==> config.mk <==
export PLATFORM = sky130hd
export DESIGN_NAME = seq_stream_arbiter
export DESIGN_NICKNAME = d
export VERILOG_FILES = /design/src/rtl/seq_stream_arbiter_pkg.sv /design/src/rtl/seq_match_core.sv /design/src/rtl/seq_stream_arbiter.sv
export SDC_FILE = /design/constraint.sdc
export NUM_CORES = 1
export LEC_CHECK = 0
export BUFFER_PORTS_ARGS = -buffer_cell sky130_fd_sc_hd__buf_2
export CAP_MARGIN = 20
export CORE_MARGIN = 2
export CORE_UTILIZATION = 45
export CTS_BUF_LIST = sky130_fd_sc_hd__clkbuf_4 sky130_fd_sc_hd__clkbuf_8
export CTS_CLUSTER_DIAMETER = 50
export DETAILED_ROUTE_END_ITERATION = 7
export PLACE_DENSITY = 0.65
export SYNTH_ARGS = -nofsm -noshare
export SYNTH_HDL_FRONTEND = slang
export SYNTH_SLANG_ARGS = --single-unit
==> constraint.sdc <==
create_clock -name clk -period 3.2 [get_ports clk]
set_input_delay 0.48 -clock clk [delete_from_list [all_inputs] [get_ports clk]]
set_output_delay 0.48 -clock clk [all_outputs]
set_load 0.02 [all_outputs]
==> src/rtl/seq_stream_arbiter_pkg.sv <==
// seq_arb_pkg: shared state encodings and the target pattern for the stream arbiter
package seq_arb_pkg;
  typedef enum logic [1:0] {IDLE, GRANT, STREAM, REPORT} arb_state_t;
  typedef enum logic [1:0] {S0, S1, S10, S101} det_state_t;
  localparam logic [3:0] PATTERN = 4'b1011;
endpackage

==> src/rtl/seq_match_core.sv <==
// seq_match_core: bit-serial 1011 Mealy detector; SEQ_ARB_OVERLAP_EN selects overlapping matches
module seq_match_core
  import seq_arb_pkg::*;
(
  input  logic clk,
  input  logic reset,
  input  logic clr,
  input  logic en,
  input  logic x,
  output logic match
);
`ifdef SEQ_ARB_OVERLAP_EN
  localparam det_state_t AFTER_MATCH = S1;
`else
  localparam det_state_t AFTER_MATCH = S0;
`endif
  det_state_t state, state_next;
  always_ff @(posedge clk or negedge reset)
    if (!reset) state <= S0;
    else if (clr) state <= S0;
    else if (en) state <= state_next;
  always_comb begin
    state_next = S0;
    match = en && !clr && state == S101 && x == PATTERN[0];
    unique case (state)
      S0:   state_next = x == PATTERN[3] ? S1 : S0;
      S1:   state_next = x == PATTERN[2] ? S10 : S1;
      S10:  state_next = x == PATTERN[1] ? S101 : S0;
      S101: state_next = x == PATTERN[0] ? AFTER_MATCH : S10;
    endcase
  end
endmodule

==> src/rtl/seq_stream_arbiter.sv <==
// seq_stream_arbiter: round-robin sharing of one 1011 detector among serial requesters (SEQ_ARB_OVERLAP_EN in seq_match_core)
module seq_stream_arbiter
  import seq_arb_pkg::*;
#(
  parameter  int NUM_REQ   = 4,
  parameter  int FRAME_LEN = 16,
  parameter  int CNT_W     = 5,
  localparam int ID_W      = $clog2(NUM_REQ)
) (
  input  logic               clk,
  input  logic               reset,
  input  logic [NUM_REQ-1:0] req,
  input  logic [NUM_REQ-1:0] bit_in,
  output logic [NUM_REQ-1:0] grant,
  output logic               busy,
  output logic               done,
  output logic [ID_W-1:0]    done_id,
  output logic [CNT_W-1:0]   match_cnt,
  output logic               abort
);
  arb_state_t state, state_next;
  logic [ID_W-1:0] id, ptr, win, idx;
  logic [7:0] bit_cnt;
  logic live, sample, hit;
  assign live    = req[id];
  assign sample  = state == STREAM && live;
  assign done_id = id;
  always_comb begin
    win = ptr;
    idx = '0;
    // walk from farthest to nearest so the first requester after ptr wins
    for (int i = NUM_REQ; i > 0; i--) begin
      idx = ID_W'((int'(ptr) + i) % NUM_REQ);
      if (req[idx]) win = idx;
    end
  end
  always_ff @(posedge clk or negedge reset)
    if (!reset) state <= IDLE;
    else state <= state_next;
  always_comb begin
    state_next = state;
    busy = state == GRANT || state == STREAM;
    done = state == REPORT;
    grant = busy ? NUM_REQ'(1) << id : '0;
    case (state)
      IDLE:    state_next = |req ? GRANT : IDLE;
      GRANT:   state_next = STREAM;
      STREAM:  state_next = (!live || bit_cnt == 8'(FRAME_LEN - 1)) ? REPORT : STREAM;
      REPORT:  state_next = IDLE;
      default: state_next = IDLE;
    endcase
  end
  always_ff @(posedge clk or negedge reset)
    if (!reset) begin
      id <= '0;
      ptr <= ID_W'(NUM_REQ - 1);
      bit_cnt <= '0;
      match_cnt <= '0;
      abort <= 1'b0;
    end else begin
      if (state == IDLE && |req) id <= win;
      if (state == GRANT) begin
        bit_cnt <= '0;
        match_cnt <= '0;
        abort <= 1'b0;
      end
      if (sample) begin
        bit_cnt <= bit_cnt + 8'd1;
        if (hit && !(&match_cnt)) match_cnt <= match_cnt + 1'b1;
      end
      if (state == STREAM && !live) abort <= 1'b1;
      if (state == REPORT) ptr <= id;
    end
  seq_match_core u_core (
    .clk   (clk),
    .reset (reset),
    .clr   (state == GRANT),
    .en    (sample),
    .x     (bit_in[id]),
    .match (hit)
  );
endmodule

==> summary.md, run 1 <==
| Metric | Value |
|---|---|
| Outcome | `finished clean` |
| Top FF cell, synth | `dfrtp_1` |
| Design Power | `1210 uW` |
| CTS buffer count | `3` |
| Sequential share of the synthesized area | `41.8%` |
| Routability Congestion | `0.832` |
| Final Instance Area | `1480 um^2` |
| Largest net degree at the start of global routing | `23` |
| Final net count | `176` |
| Clk buf depth | `2` |
| Final critical-path required period | `2.06 ns` |
| Clk root buf | `clkbuf_4` |
| Die Span X | `58.2 um` |
| Final instance count without filler cells | `188` |
| Row Count | `19` |
| Hold_buf cts | `0` |
| Max-slew violation count | `0` |
| Remaining Overflow, GRT | `0` |
| Final Core Density | `53.3%` |
| First-pass GRT wire length | `4460 um` |
| R2R Setup Slk | `1.14 ns` |
| Seq. cell area | `553 um^2` |
| Port bufs | `23` |
| Cell taking the most area after synthesis | `dfrtp_1` |
| Ant diodes | `0` |
| I/O pin total | `24` |
| DR pass1 iterations | `4` |
| Max_cap viols | `0` |
| Clock-pin slew on the worst setup and hold paths | `0.14 ns` |
| Fill count | `264` |
| Syn_nets | `154` |
| CP Max Fanout | `10` |
| Top cells by area, synth | `dfrtp_1 38%, ha_1 7.6%, o21ai_0 6.8%` |
| Cell Area, Placed | `1430 um^2` |
| Setup TNS | `0 ns` |
| CP Capture Point | `match_cnt[2]` |
| Layout cells sized above 1 | `22.9%` |
| Initial Util | `47.5%` |
| CTS H-tree depth | `1` |
| Worst-Skew Late Latency | `0.32 ns` |
| PD cells | `816 nW/um^2` |
| Number of enable flip-flop cells after synthesis | `0` |
| Fraction of synthesis flops using an asynchronous set or reset pin | `100%` |
| Netlist cell types | `40` |
| Max-slew headroom | `68.3%` |
| Netlist Area Pre-Place | `1320 um^2` |
| Placed cells | `184` |
| Detail Placement HPWL | `1790 um` |
| CTS tree | `built` |
| Postcts setup bufs | `0` |
| Die Ht | `58.2 um` |
| Worst Setup Path Type | `flip-flop to flip-flop` |
| Fin. Hold Viols | `0` |
| Avg Vias per Cell | `5.71` |
| DR vias | `1074` |
| CTS sink count | `22` |
| Avg Cell Area, Syn | `9.72 um^2` |
| Die area | `3390 um^2` |
| Initial antenna violation count | `0` |
| R2R depth | `7` |
| CP Capture Type | `flip-flop` |
| FF-to-FF Start | `match_cnt[0]` |
| Ys Warns | `0` |
| HP Class | `input pin to async pin` |
| Most common cell after layout, fill and taps aside | `buf_2` |
| DR iter-0 viols | `59` |
| CP Launch Point | `match_cnt[0]` |
| Area grow syn2layout | `12.0%` |
| WL/cell | `13.1 um` |
| ANT nets after route | `0` |
| Crit path launch type | `flip-flop` |
| Final worst path period share | `64.4%` |
| R2r endpoint | `match_cnt[2]` |
| Detailed-route DRC error count | `0` |
| Crit path DAT | `2.32 ns` |
| GRT Total Usage | `17.1%` |
| RSZ-0062 raised after global routing | `false` |
| Synth top area share | `37.8%` |
| Vias in the first global route | `956` |
| Flops & latches, synth | `22` |
| Final Setup Violations | `0` |
| Worst Max-Slew Pin Slew | `0.475 ns` |
| Most frequent cells in the layout | `23 x buf_2, 20 x dfrtp_1, 18 x o21ai_0, 14 x nand2_1, 9 x inv_1` |
| Maximum vdd ir drop | `0.754 mV` |
| Placeable core area | `2780 um^2` |
| FMAX | `0.485 GHz` |
| P_leak | `0.000739 uW` |
| Area occupied by multi-input gates | `688 um^2` |
| Post-Syn Instances | `136` |
| Post_cts resized | `0` |
| Worst Path Required | `3.46 ns` |
| Total Wirelength | `2460 um` |
| Skew final | `0.0175 ns` |
## flip-flops by register name, indices dropped and copies added, names as in the netlist
| name | count |
|---|---|
| u_core.state | 2 |
| ptr | 2 |
| abort | 1 |
| bit_cnt | 8 |
| state | 2 |
| match_cnt | 5 |
| done_id | 2 |
## logic make-up after synthesis
logic type                 count (synthesis)  synth area share (%)
AOI/OAI and AO/OA                         33                  14.8
xor gates and xnor gates                   2                  1.32
adders and majority gates                  8                  7.57
buffers and inverters                     15                  6.15
DFF                                       22                  41.8
muxes                                      5                  5.87
and+or+nand+nor                           51                  22.5
## cell usage after synthesis (all sizes together), types with 3 or more instances
| cell | instances |
|---|---|
| nand2 | 15 |
| a21oi | 4 |
| o21ai | 18 |
| nand3 | 6 |
| and3 | 4 |
| nor2b | 3 |
| a21o | 4 |
| nand3b | 4 |
| ha | 8 |
| dfrtp | 20 |
| inv | 9 |
| nor2 | 5 |
| buf | 4 |
## layer usage
metal	vias to the layer above	part of all wire, %	global-route usage, %	routed length (um)
li1	529	-	-	-
met2	24	48	26.5	1170
met4	0	0.69	2.99	17
met1	519	47	24.3	1150
met3	2	4.8	4.69	117
met5	-	0	0	0
## cell type report
cell class                 count  share of cell area (%)
clock inverter                 1                    2.03
tap                           31                    2.62
multi-input combinational     99                    46.5
sequential                    22                    37.3
clock buffer                   3                    1.52
timing repair buffer          23                    7.77
inverter                       9                    2.28
## worst max-delay path, stage by stage (launching register included)
cell and delay, ns:
dfrtp_1 0.45, ha_1 0.23, and3_1 0.18, ha_1 0.17, and4bb_2 0.32, nand4_4 0.16, or3_1 0.35, a21oi_1 0.14
## where the power goes
part | switching (uW) | leakage [uW] | internal [uW] | total [uW]
Clock | 88.6 | 0.0000279 | 127 | 215
Sequential | 84.1 | 0.000287 | 354 | 438
Combinational | 338 | 0.000424 | 218 | 555
Total | 511 | 0.000739 | 698 | 1210
## worst min-delay path by stage
stage / from / endpoint / cells after the start
6_report: reset / bit_cnt[5] / 1
5_1_grt: reset / bit_cnt[5] / 1
4_1_cts: reset / bit_cnt[5] / 1
3_5_place_dp: reset / bit_cnt[6] / 1
3_3_place_gp: reset / bit_cnt[6] / 1
2_1_floorplan: reset / abort / 0
## through the flow
stage / setup slack, ns / hold slack [ns]
final: 1.14 / 0.0873
after global routing: 1.00 / 0.119
after CTS: 1.14 / 0.113
after detailed placement: 1.18 / 0.479
after global placement: 1.24 / 0.480
after floorplan: 1.20 / 0.184
(Power assumes the default switching activity.)
==> run 2, diff against run 1 <==
- ABC_AREA: unset -> 1
- PLACE_DENSITY: 0.65 -> 0.64
- clock period: 3.2 -> 1.9 ns (I/O delays scaled with it)
==> run 2 against run 1 <==
  * Worst setup slack worse by 0.98 ns
  * Sequential cell count unchanged
  * Critical endpoint is now grant[2]
  * Final area up 14%
  * Routed wire length up 23%
  * Die area up 9.9%
  * Via count up 22%
  * Combinational power up 130%
  * Utilization up 1.5 points
==> summary.md, run 2 <==
| Metric | Value |
|---|---|
| Internal Power | `1160 uW (+67%)` |
| Post-Syn Instances | `191 (+40%)` |
| Critical path's top delay family | `flip-flops` |
| CP Capture Type | `output port` |
| Skew final | `0.0169 ns (-0.000659 ns)` |
| GRT Total Usage | `18.0% (+0.92 points)` |
| Max reg flops | `8 (unchanged)` |
| DR pass1 iterations | `4 (unchanged)` |
| Die Span X | `61.0 um (+4.9%)` |
| Largest registers | `bit_cnt x8, match_cnt x5` |
| DR iter-0 viols | `78 (+32%)` |
| Final Core Density | `54.7% (+1.5 points)` |
| CTS H-tree depth | `1 (unchanged)` |
| Post-synth top cells | `62 x nand2_1, 22 x inv_1, 20 x dfrtp_1` |
| DR WL met3 | `97 um (-17%)` |
| Final critical-path required period | `1.75 ns` |
| Sequential group share of total power | `32.3% (-3.9 points)` |
| Top cells by area, synth | `dfrtp_1 34%, nand2_1 16%, ha_1 6.8%` |
| DR vias | `1305 (+22%)` |
| Final worst path period share | `91.8%` |
| Worst-Skew Late Latency | `0.32 ns (about the same)` |
| Layout cells sized above 1 | `23.4% (+0.46 points)` |
| Sw Pwr | `1120 uW (+120%)` |
| Max incr delay on CP | `0.37 ns (-0.08 ns)` |
| CTS tree | `built` |
| Max_cap viols | `0 (unchanged)` |
| Crit path DAT | `1.46 ns (-0.86 ns)` |
| Initial Util | `47.6% (about the same)` |
| Ant diodes | `0 (unchanged)` |
| Most common cell after layout, fill and taps aside | `nand2_1` |
| Syn_nets | `209 (+36%)` |
| Clock-pin slew on the worst setup and hold paths | `0.14 ns (about the same)` |
| Ys Warns | `0 (unchanged)` |
| Clk root buf | `clkbuf_4` |
| Placeable core area | `3080 um^2 (+11%)` |
| Wire length on met1 | `1460 um (+26%)` |
| Max-slew violation count | `0 (unchanged)` |
| Fill count | `304 (+15%)` |
| RSZ-0062 raised after global routing | `false` |
| Initial antenna violation count | `0 (unchanged)` |
| Max-slew headroom | `65.7% (-2.6 points)` |
| ANT nets after route | `0 (unchanged)` |
| First-pass GRT wire length | `5020 um (+13%)` |
| Avg Cell Area, Syn | `7.66 um^2 (-21%)` |
| Met2 wire len | `1450 um (+24%)` |
| Fraction of synthesis flops using an asynchronous set or reset pin | `100% (unchanged)` |
| Detail Placement HPWL | `2390 um (+34%)` |
| Placed cells | `256 (+39%)` |
| Final instance count without filler cells | `262 (+39%)` |
| Crit path max-delay cell type | `dfrtp_1` |
| CP Max Fanout | `4 (-6)` |
| Port bufs | `23 (unchanged)` |
| P_leak | `0.000906 uW (+23%)` |
| Most frequent cells in the layout | `62 x nand2_1, 23 x buf_2, 21 x inv_1, 20 x dfrtp_1, 15 x nand3_1` |
| FMAX | `0.573 GHz` |
| CTS sink count | `22 (unchanged)` |
| Worst Setup Path Type | `flip-flop to output port` |
| Number of enable flip-flop cells after synthesis | `0 (unchanged)` |
| Cell taking the most area after synthesis | `dfrtp_1` |
| Crit-path cells | `inv_1 > ha_4 > inv_1 > nor3_1 > buf_2` |
| HP Class | `input pin to flip-flop` |
| Die Ht | `61.0 um (+4.9%)` |
| Maximum vdd ir drop | `0.512 mV (-32%)` |
| Worst path most repeated cell | `inv_1` |
| Final net count | `237 (+35%)` |
| I/O pin total | `24 (unchanged)` |
| Synth top area share | `34.2% (-3.7 points)` |
| Routability Congestion | `0.838 (+0.73%)` |
| Power share of the combinational group | `55.9% (+9.9 points)` |
| Final Instance Area | `1680 um^2 (+14%)` |
| Total Wirelength | `3010 um (+23%)` |
| Flops & latches, synth | `22 (unchanged)` |
| Crit path launch type | `flip-flop` |
| Largest Register | `bit_cnt` |
| Outcome | `finished clean` |
| Clock Power Share | `11.8% (-6.0 points)` |
| Row Count | `20 (+1)` |
| Worst Max-Slew Pin Slew | `0.515 ns (+0.0392 ns)` |
| Top FF cell, synth | `dfrtp_1` |
| Final Setup Violations | `0 (unchanged)` |
| Avg Vias per Cell | `4.98 (-13%)` |
| PD cells | `1360 nW/um^2 (+66%)` |
| Clk buf depth | `2 (unchanged)` |
| Area occupied by multi-input gates | `805 um^2 (+17%)` |
| Worst Path Required | `1.62 ns (-1.84 ns)` |
| Netlist Area Pre-Place | `1460 um^2 (+11%)` |
| Sequential share of the synthesized area | `37.8% (-4.0 points)` |
| Remaining Overflow, GRT | `0 (unchanged)` |
| Count leader, synth | `nand2_1` |
| Vias in the first global route | `1284 (+34%)` |
| Die area | `3730 um^2 (+9.9%)` |
| Area grow syn2layout | `15.0%` |
| Fin. Hold Viols | `0 (unchanged)` |
| Detailed-route DRC error count | `0 (unchanged)` |
| Largest net degree at the start of global routing | `23 (unchanged)` |
| Switching Share | `49.1% (+6.9 points)` |
| CTS buffer count | `3 (unchanged)` |
| Netlist cell types | `33 (-18%)` |
| Top sig layer | `met4` |
| Crit path buf inv count | `3 (+3)` |
| Setup TNS | `0 ns (unchanged)` |
| WL/cell | `11.5 um (-12%)` |
| Seq. cell area | `553 um^2 (unchanged)` |
| Cell Area, Placed | `1620 um^2 (+13%)` |
==> run 2: changes by cell type in the layout (fill, tap and decap cells not counted), moves of 5 or more <==
cell     delta
nand2_1    +48
inv_1      +12
o21ai_0    -11
nand3_1     +9
nor2_1      +5
o21ai_1     +5
==> run 2: layer usage <==
layer | global-route usage [%] | vias to the layer above
met5 | 0 | -
met4 | 4.66 | 0
met3 | 1.89 | 2
met2 | 33.4 | 20
met1 | 22.1 | 622
li1 | - | 661
==> run 2: through the flow <==
stage               hold slack [ns]  total power (uW)  worst slack [ns]
finish                        0.316              2290             0.155
global route                  0.336              2500            0.0197
CTS                           0.302              2250            0.0485
detailed placement            0.289              1980             0.270
global placement              0.280              1950             0.321
floorplan                   -0.0106              1700             0.215
==> run 2: kinds of logic after synthesis <==
logic type      count (synthesis)  synth area share, %
flops                          22                 37.8
buf+inv                        28                 8.12
simple gates                  111                 38.1
mux                             1                0.684
fa+ha+maj                       8                 6.84
compound gates                 18                 6.67
xor+xnor                        3                 1.80
==> run 2: worst paths after layout <==
path                               from      endpoint  slack [ns]  cells past startpoint
setup / recovery               state[1]      grant[2]        0.15                      5
hold / removal                   req[1]      state[0]        0.32                      3
setup reg to reg           match_cnt[0]  match_cnt[3]        0.26                     10
hold reg to reg              bit_cnt[0]    bit_cnt[0]        0.51                      1
max in group asynchronous         reset        ptr[1]        1.07                      2
min in group asynchronous         reset  match_cnt[3]        0.46                      2
==> run 2: final cells by class <==
class | instances | area share [%]
well taps | 44 | 3.27
clock buffers | 4 | 2.15
repair buffers | 25 | 7.88
multi-input cells | 141 | 47.8
inverters | 26 | 6.09
flip-flops and latches | 22 | 32.8
==> run 2: timing repair <==
action / in CTS / in global routing
hold endpoints to repair: 20 / 0
hold buffers: 1 / 0
setup buffers: 0 / 1
resized for setup: 0 / 2
setup endpoints to repair: 0 / 4
==> run 2: worst register-to-register path, delay by kind of cell, from the launching register on <==
family	cells	cell delay [ns]
simple gates	8	0.70
flops	1	0.44
fa+ha+maj	2	0.41
==> run 2: power groups by stage <==
stage               registers [uW]  clock network (uW)  logic, uW
floorplan                      725                   0        976
global placement               747                   0       1200
detailed placement             754                   0       1230
CTS                            743                 276       1240
global route                   762                 297       1440
finish                         739                 269       1280
